===== src/rtl/multicycle_control_fsm.sv =====
// multicycle_control_fsm: control unit sequencing the multicycle RV32I datapath
// through fetch, decode, execute, memory access and write-back.
//
// Optional feature macro: MULTICYCLE_JUMP_EN (adds the JAL/JALR states).
//
// Ports:
//   clk, reset            : clock, synchronous active-high reset
//   opcode, funct3, zero  : instruction fields and ALU zero flag
//   mem_ready             : memory completes the current access this cycle
//   pc_hold, ir_write     : PC hold (1 = keep), instruction-register load
//   i_or_d                : memory address select (0 PC, 1 ALU out)
//   mem_read, mem_write   : memory strobes
//   reg_write             : register-file write enable
//   alu_src_a/b, alu_op   : ALU operand selects and operation
//   pc_src, mem_to_reg    : next-PC and write-back selects
//   fault                 : sticky fault code (01 illegal, 10 timeout)
//   state                 : current state encoding for debug
module multicycle_control_fsm #(
   parameter int unsigned MEM_WAIT_MAX = 15
) (
   input  logic       clk,
   input  logic       reset,
   input  logic [6:0] opcode,
   input  logic [2:0] funct3,
   input  logic       zero,
   input  logic       mem_ready,
   output logic       pc_hold,
   output logic       ir_write,
   output logic       i_or_d,
   output logic       mem_read,
   output logic       mem_write,
   output logic       reg_write,
   output logic [1:0] alu_src_a,
   output logic [1:0] alu_src_b,
   output logic [1:0] alu_op,
   output logic [1:0] pc_src,
   output logic [1:0] mem_to_reg,
   output logic [1:0] fault,
   output logic [3:0] state
);

   localparam int unsigned CNT_W = 8;
   localparam logic [CNT_W-1:0] WAIT_MAX = CNT_W'(MEM_WAIT_MAX);

   localparam logic [6:0] OP_LOAD  = 7'b0000011;
   localparam logic [6:0] OP_STORE = 7'b0100011;
   localparam logic [6:0] OP_R     = 7'b0110011;
   localparam logic [6:0] OP_I     = 7'b0010011;
   localparam logic [6:0] OP_BR    = 7'b1100011;
   localparam logic [6:0] OP_JAL   = 7'b1101111;
   localparam logic [6:0] OP_JALR  = 7'b1100111;

   localparam logic [1:0] FAULT_ILLEGAL = 2'b01;
   localparam logic [1:0] FAULT_TIMEOUT = 2'b10;

   typedef enum logic [3:0] {
      FETCH     = 4'd0,
      DECODE    = 4'd1,
      MEM_ADDR  = 4'd2,
      MEM_READ  = 4'd3,
      MEM_WB    = 4'd4,
      MEM_WRITE = 4'd5,
      EXEC_R    = 4'd6,
      EXEC_I    = 4'd7,
      ALU_WB    = 4'd8,
      BRANCH    = 4'd9,
      JAL       = 4'd10,
      JALR      = 4'd11,
      ERROR     = 4'd12
   } state_e;

   state_e           state_q, state_d;
   logic [CNT_W-1:0] cnt_q, cnt_d;
   logic [1:0]       fault_q, fault_d;
   logic             wait_st;
   logic             timeout;

   // A memory wait that has used up its budget, unless ready arrives this cycle.
   assign wait_st = (state_q == FETCH) || (state_q == MEM_READ) || (state_q == MEM_WRITE);
   assign timeout = wait_st && !mem_ready && (cnt_q == WAIT_MAX);

   // State, wait counter and sticky fault registers.
   always_ff @(posedge clk) begin
      if (reset) begin
         state_q <= FETCH;
         cnt_q   <= '0;
         fault_q <= 2'b00;
      end else begin
         state_q <= state_d;
         cnt_q   <= cnt_d;
         fault_q <= fault_d;
      end
   end

   // Next-state and datapath control decode.
   always_comb begin
      state_d    = state_q;
      fault_d    = fault_q;
      pc_hold    = 1'b1;
      ir_write   = 1'b0;
      i_or_d     = 1'b0;
      mem_read   = 1'b0;
      mem_write  = 1'b0;
      reg_write  = 1'b0;
      alu_src_a  = 2'b00;
      alu_src_b  = 2'b00;
      alu_op     = 2'b00;
      pc_src     = 2'b00;
      mem_to_reg = 2'b00;

      case (state_q)
         FETCH: begin
            mem_read  = 1'b1;
            alu_src_b = 2'b01;
            ir_write  = mem_ready;
            pc_hold   = !mem_ready;
            if (mem_ready) state_d = DECODE;
         end
         DECODE: begin
            alu_src_a = 2'b01;
            alu_src_b = 2'b10;
            case (opcode)
               OP_LOAD, OP_STORE: state_d = MEM_ADDR;
               OP_R:              state_d = EXEC_R;
               OP_I:              state_d = EXEC_I;
               OP_BR:             state_d = BRANCH;
`ifdef MULTICYCLE_JUMP_EN
               OP_JAL:            state_d = JAL;
               OP_JALR:           state_d = JALR;
`endif
               default: begin
                  state_d = ERROR;
                  fault_d = FAULT_ILLEGAL;
               end
            endcase
         end
         MEM_ADDR: begin
            alu_src_a = 2'b10;
            alu_src_b = 2'b10;
            state_d   = opcode[5] ? MEM_WRITE : MEM_READ;
         end
         MEM_READ: begin
            mem_read = 1'b1;
            i_or_d   = 1'b1;
            if (mem_ready) state_d = MEM_WB;
         end
         MEM_WB: begin
            reg_write  = 1'b1;
            mem_to_reg = 2'b01;
            state_d    = FETCH;
         end
         MEM_WRITE: begin
            mem_write = 1'b1;
            i_or_d    = 1'b1;
            if (mem_ready) state_d = FETCH;
         end
         EXEC_R: begin
            alu_src_a = 2'b10;
            alu_op    = 2'b10;
            state_d   = ALU_WB;
         end
         EXEC_I: begin
            alu_src_a = 2'b10;
            alu_src_b = 2'b10;
            alu_op    = 2'b10;
            state_d   = ALU_WB;
         end
         ALU_WB: begin
            reg_write = 1'b1;
            state_d   = FETCH;
         end
         BRANCH: begin
            alu_src_a = 2'b10;
            alu_op    = 2'b01;
            pc_src    = 2'b01;
            if (funct3 == 3'b000 || funct3 == 3'b001) begin
               // beq takes on zero, bne on non-zero
               pc_hold = !(funct3[0] ^ zero);
               state_d = FETCH;
            end else begin
               state_d = ERROR;
               fault_d = FAULT_ILLEGAL;
            end
         end
`ifdef MULTICYCLE_JUMP_EN
         JAL: begin
            reg_write  = 1'b1;
            mem_to_reg = 2'b10;
            pc_src     = 2'b01;
            pc_hold    = 1'b0;
            state_d    = FETCH;
         end
         JALR: begin
            alu_src_a  = 2'b10;
            alu_src_b  = 2'b10;
            pc_src     = 2'b10;
            pc_hold    = 1'b0;
            reg_write  = 1'b1;
            mem_to_reg = 2'b10;
            state_d    = FETCH;
         end
`endif
         ERROR: state_d = ERROR;
         default: begin
            state_d = ERROR;
            fault_d = FAULT_ILLEGAL;
         end
      endcase

      if (timeout) begin
         state_d = ERROR;
         fault_d = FAULT_TIMEOUT;
      end

      // Counter restarts on every state change.
      if (state_d != state_q) begin
         cnt_d = '0;
      end else if (wait_st && !mem_ready) begin
         cnt_d = cnt_q + CNT_W'(1);
      end else begin
         cnt_d = cnt_q;
      end
   end

   assign fault = fault_q;
   assign state = state_q;

endmodule


===== config.mk =====
export PLATFORM = sky130hd
export DESIGN_NAME = multicycle_control_fsm
export DESIGN_NICKNAME = d
export VERILOG_FILES = /design/src/rtl/multicycle_control_fsm.sv
export SDC_FILE = /design/constraint.sdc
export NUM_CORES = 1
export LEC_CHECK = 0
export BUFFER_PORTS_ARGS = -buffer_cell sky130_fd_sc_hd__buf_2
export CAP_MARGIN = 25
export CORE_ASPECT_RATIO = 2
export CORE_MARGIN = 10
export CORE_UTILIZATION = 35
export CTS_CLUSTER_SIZE = 16
export DETAILED_ROUTE_END_ITERATION = 10
export GPL_ROUTABILITY_DRIVEN = 0
export GPL_TIMING_DRIVEN = 0
export SETUP_SLACK_MARGIN = 0.15
export SKIP_LAST_GASP = 1
export SLEW_MARGIN = 10
export SYNTH_ARGS = -nofsm -noshare
export SYNTH_HDL_FRONTEND = slang
export SYNTH_SLANG_ARGS = --single-unit

===== constraint.sdc =====
create_clock -name clk -period 2.1 [get_ports clk]
set_clock_uncertainty 0.1 [all_clocks]
set_input_delay 0.315 -clock clk [delete_from_list [all_inputs] [get_ports clk]]
set_output_delay 0.315 -clock clk [all_outputs]
set_load 0.005 [all_outputs]

## Word-level counts from Yosys, hierarchy flattened

Cells that the tools add are included.

| storage, ports and cells | value |
|---|---|
| memory bits (read-only) | 0 |
| output and inout port bits | 22 |
| memory bits (writable) | 0 |
| register bits after elaboration | 14 |
| latch bits | 0 |
| logic and storage cells | 76 |
| input port bits | 14 |
| memories kept | 0 |

| operators by class | value |
|---|---|
| div/mod/pow operators | 0 |
| shifts and indexed selects | 0 |
| $lt $le $gt $ge | 0 |
| reductions and logical operators | 22 |
| $add $sub $neg | 1 |
| bitwise operators | 2 |
| $mul | 0 |
| eq/ne operators | 23 |
| mux-type cells | 24 |

Operator list:

| cell | count |
|---|---|
| 4-bit case mux with 8 select lines | 1 |
| 4-bit two-way mux | 5 |
| 4-bit by 3-bit equality test with 1-bit output, second input constant | 4 |
| 4-bit case mux with 4 select lines | 1 |
| 7-bit by 6-bit equality test with 1-bit output, second input constant | 2 |
| 2-bit OR reduction | 7 |
| 4-bit equality test, second input constant | 3 |
| 2-bit case mux with 2 select lines | 3 |
| 9-bit OR reduction | 1 |
| 8-bit by 1-bit adder with 8-bit output, second input constant | 1 |
| 4-bit by 2-bit equality test with 1-bit output, second input constant | 2 |
| 8-bit by 4-bit equality test with 1-bit output, second input constant | 1 |
| 1-bit two-way mux | 8 |
| 7-bit by 2-bit equality test with 1-bit output, second input constant | 1 |
| 7-bit by 5-bit equality test with 1-bit output, second input constant | 1 |
| 7-bit equality test, second input constant | 1 |
| 2-bit two-way mux | 3 |
| 3-bit inequality test, second input constant | 2 |
| 2-bit case mux with 3 select lines | 1 |
| 3-bit AND reduction | 2 |
| 5-bit OR reduction | 1 |
| 4-bit by 1-bit equality test with 1-bit output, second input constant | 1 |
| 4-bit logical NOT | 1 |
| 2-bit inequality test, second input constant | 2 |
| other kinds (13) | 17 |

## Logic depth before layout (Yosys ltp)

| logic depth | value |
|---|---|
| word-level depth | 8 |
| depth in mapped cells | 8 |

## Least setup slack after synthesis

No wires, ideal clock.

| path | value |
|---|---|
| kind | flip-flop to flip-flop |
| start point | register state_q[0], in the netlist state[0] |
| end point | register cnt_q[2] |
| required time | 1874 ps |
| data arrival time | 1710 ps |
| slack | 163 ps |
| period minus slack after synthesis | 1937 ps |
| library setup time | 126 ps |
| stages on the path, launching flop included | 8 |
| cell sequence | dfxtp_1 > buf_4 > or4b_4 > or3_1 > nand3_1 > a21oi_1 > o2111ai_4 > nor2_1 |

| on the way | value |
|---|---|
| word-level cells in the longest chain between the ends | 8 |

RTL lines:

| element | RTL line | text |
|---|---|---|
| from (decl) | 72 | `state_e state_q, state_d;` |
| from (signal assigned) | 89 | `state_q <= state_d;` |
| branches (longest 8 deep; another with 4-bit case mux with 8 select lines) | - |  |
| to (signal assigned) | 90 | `cnt_q <= cnt_d;` |
| to (decl) | 73 | `logic [CNT_W-1:0] cnt_q, cnt_d;` |

Several ways; the timed one is not identified.
A chain may end at the register's enable or synchronous reset.

## Worst setup path after layout

| path | value |
|---|---|
| start point | register state_q[0], in the netlist state[0] |
| end point | register cnt_q[7] |

The elaborated chain is that of the path after synthesis.

==> results.py <==
metrics = {
    "outcome": {
        "outcome": "completed",
    },
    "worst_setup_path": {
        "path_depth": 7,
        "rrSetupSlack_ps": 120,
        "cp-start-kind": "flop",
        "crit_fanout": 8,
        "crit_chain": "buf_6, or4b_4, or3_4, nand3_2, a21oi_2, o2111ai_4, nor2_1",
        "crit_slowest_cell": "or4b_4",
        "crit_type": "flop to flop",
        "rr_startpoint": "state[0]$_SDFF_PP0_",
        "cp-startpoint": "state[0]$_SDFF_PP0_",
        "critPathRequiredTime_ps": 2130,
        "reg2regPathDepth": 7,
        "max_stage_delay_ps": 530,
        "cp.buffers_inverters": 1,
        "arrival_ps": 2010,
        "cp_top_family": "simple AND/OR/NAND/NOR gates",
        "r2r-end": "cnt_q[7]$_SDFFE_PP0P_",
        "worstSetupEndpointType": "flop",
        "setup.worst_path.end": "cnt_q[7]$_SDFFE_PP0P_",
    },
    "clocking": {
        "cts_max_level": 1,
        "root_buffer": "clkbuf_8",
        "clk_pin_slew_ps": 60,
        "clkLatencyLatePin_ps": 240,
        "clock-sinks": 14,
        "numCtsBuffers": 3,
        "cts_tree": "done",
        "cts_buffer_depth": 2,
    },
    "place": {
        "detailed_place_hpwl_um": 2630,
        "io_buffers": 33,
        "dpl_cell_area_mm2": 0.00126,
        "dp_slack_ps": -118,
    },
    "sta": {
        "fin_crit_sh_pct": 94.4,
        "tns_ps": 0,
        "rsz0062_at_grt": "true",
        "finalCriticalPeriod_ps": 1980,
        "setup_slack_ps": 118,
        "setup_viol": 0,
        "fmax_ghz": 0.504,
        "finalMaxSlewViolations": 0,
        "finalHoldViolCount": 0,
        "holdWs_ps": 210,
    },
    "hold_path": {
        "hold_class": "input pin to flop",
    },
    "yosys": {
        "synth_edf_count": 0,
        "synth.distinct_cells": 44,
        "avgSynthCellArea_um2": 7.96,
        "syn-cell-area_mm2": 0.00106,
        "ys.warnings.count": 0,
        "async_flop_share_pct": 0,
        "yosys_most_used_dff": "dfxtp_1",
        "ys_seq_area_share_pct": 26.5,
        "synthCells": 133,
        "ys_ff_latch": 14,
    },
    "power": {
        "power.static_leakage_nw": 0.599,
        "pwr_density_cell_mw_per_mm2": 535,
        "ir_drop_uv": 342,
        "p_total_uw": 774,
    },
    "global_route": {
        "grtUsageMet2_pct": 21.4,
        "grt_pass1_vias": 1145,
        "met1_usage_pct": 8.06,
        "grt_max_degree": 11,
        "gr-max-usage-layer": "met2",
        "grt_pass1_wl_um": 5120,
        "grt-ovfl-total": 0,
        "gr-usage-all-layers_pct": 11.1,
        "antenna_found_initial": 0,
        "gr-usage-met3_pct": 3.63,
    },
    "final_layout": {
        "final_common_cell": "buf_2",
        "final_nets": 192,
        "areaGrowthSynthToFinish_pct": 36.8,
        "fin_area_mm2": 0.00145,
        "mostFrequentLayoutCells": "35 x buf_2, 21 x nor2_1, 10 x dfxtp_1, 8 x buf_4, 7 x inv_1",
        "fillers": 304,
        "insertedDiodeCount": 0,
        "drive_gt1_share_pct": 43.8,
    },
    "die": {
        "die_area_mm2": 0.00576,
        "pin_count": 36,
        "rows": 28,
        "coreArea_mm2": 0.00294,
        "die_w_um": 58.9,
        "start_util_pct": 36.0,
        "die_height_um": 97.8,
    },
    "routing": {
        "drtAntennaViolNets": 0,
        "wire_per_inst_um": 15.9,
        "vias_per_cell": 5.42,
        "wl_um": 3280,
        "vias": 1116,
        "drt_first_pass_iters": 4,
        "drc_errors": 0,
        "drt_iter0_drc": 19,
    },
    "job": {
        "max-cap-violations": 0,
    },
}
[through the flow]
step	util, %	cells
after floorplan	-	134
after global placement	43.0	197
after detailed placement	43.0	197
after CTS	47.9	206
after global routing	49.2	206
final	49.2	206
[flip-flops by register name, summed over array words and instances (netlist names)]
signal / flops
cnt_q: 8
fault: 2
state: 4
[power breakdown]
| group | internal (mW) | leakage [nW] | switching [mW] |
|---|---|---|---|
| registers | 0.275 | 0.115 | 0.0101 |
| clock network | 0.166 | 0.0288 | 0.0941 |
| logic | 0.109 | 0.455 | 0.120 |
| total | 0.549 | 0.599 | 0.224 |
[layer usage]
layer,routed length [um],part of all wire (%),vias to the layer above
met5,0,0,-
met1,1020,31,516
met3,232,7.1,8
met4,140,4.3,0
met2,1880,57,40
li1,-,-,552
[layout make-up]
type	count	area, um^2	share of cell area [%]
Inverter	7	26.3	1.82
Timing Repair Buffer	38	203	14.0
Clock buffer	4	55.1	3.80
Tap cell	30	37.5	2.59
Sequential cell	14	285	19.7
Multi-Input combinational cell	105	785	54.2
Buffer	8	56.3	3.89
[how the worst min path moves through the flow]
stage,startpoint,slack (ps),end,depth (start not counted)
CTS,reset,210,state[2]$_SDFF_PP0_,2
floorplan,reset,290,fault[1]$_SDFFE_PP0P_,1
global route,reset,220,state[2]$_SDFF_PP0_,2
finish,reset,210,state[2]$_SDFF_PP0_,2
detailed placement,fault[0]$_SDFFE_PP0P_,350,fault[0]$_SDFFE_PP0P_,2
global placement,fault[0]$_SDFFE_PP0P_,340,fault[0]$_SDFFE_PP0P_,2
[Yosys cell counts, types with 3 or more instances]
cell type | count | share of area [%]
nand3_1 | 6 | 2.8
clkbuf_1 | 3 | 1.1
o22ai_1 | 3 | 1.8
xor2_1 | 3 | 2.5
a21oi_1 | 3 | 1.4
inv_1 | 7 | 2.5
nor3_1 | 6 | 2.8
nand2b_1 | 5 | 3.0
buf_4 | 4 | 2.8
o21ai_0 | 3 | 1.4
xnor2_1 | 6 | 5.0
dfxtp_1 | 14 | 26
nand2_1 | 6 | 2.1
a211oi_1 | 5 | 3.5
nor2_1 | 23 | 8.2
[kinds of logic (layout without fill, tap and decap cells)]
group / Yosys count / after routing / synth area share (%)
mux: 2 / 2 / 1.89
other cells: 1 / 2 / 0.354
compound gates: 29 / 29 / 24.7
buf+inv: 15 / 57 / 6.86
flops: 14 / 14 / 26.5
simple gates: 61 / 61 / 29.6
xor+xnor: 10 / 10 / 8.98
fa+ha+maj: 1 / 1 / 1.18
[what timing repair did]
| item | in CTS | in global routing |
|---|---|---|
| endpoints found under the setup margin | 19 | 12 |
| buffers inserted | 5 | 0 |
| pin swaps | 10 | 8 |
| gates resized for setup | 16 | 11 |
| hold buffers | 0 | 0 |
Note: power is estimated with default switching activity, not from simulation.
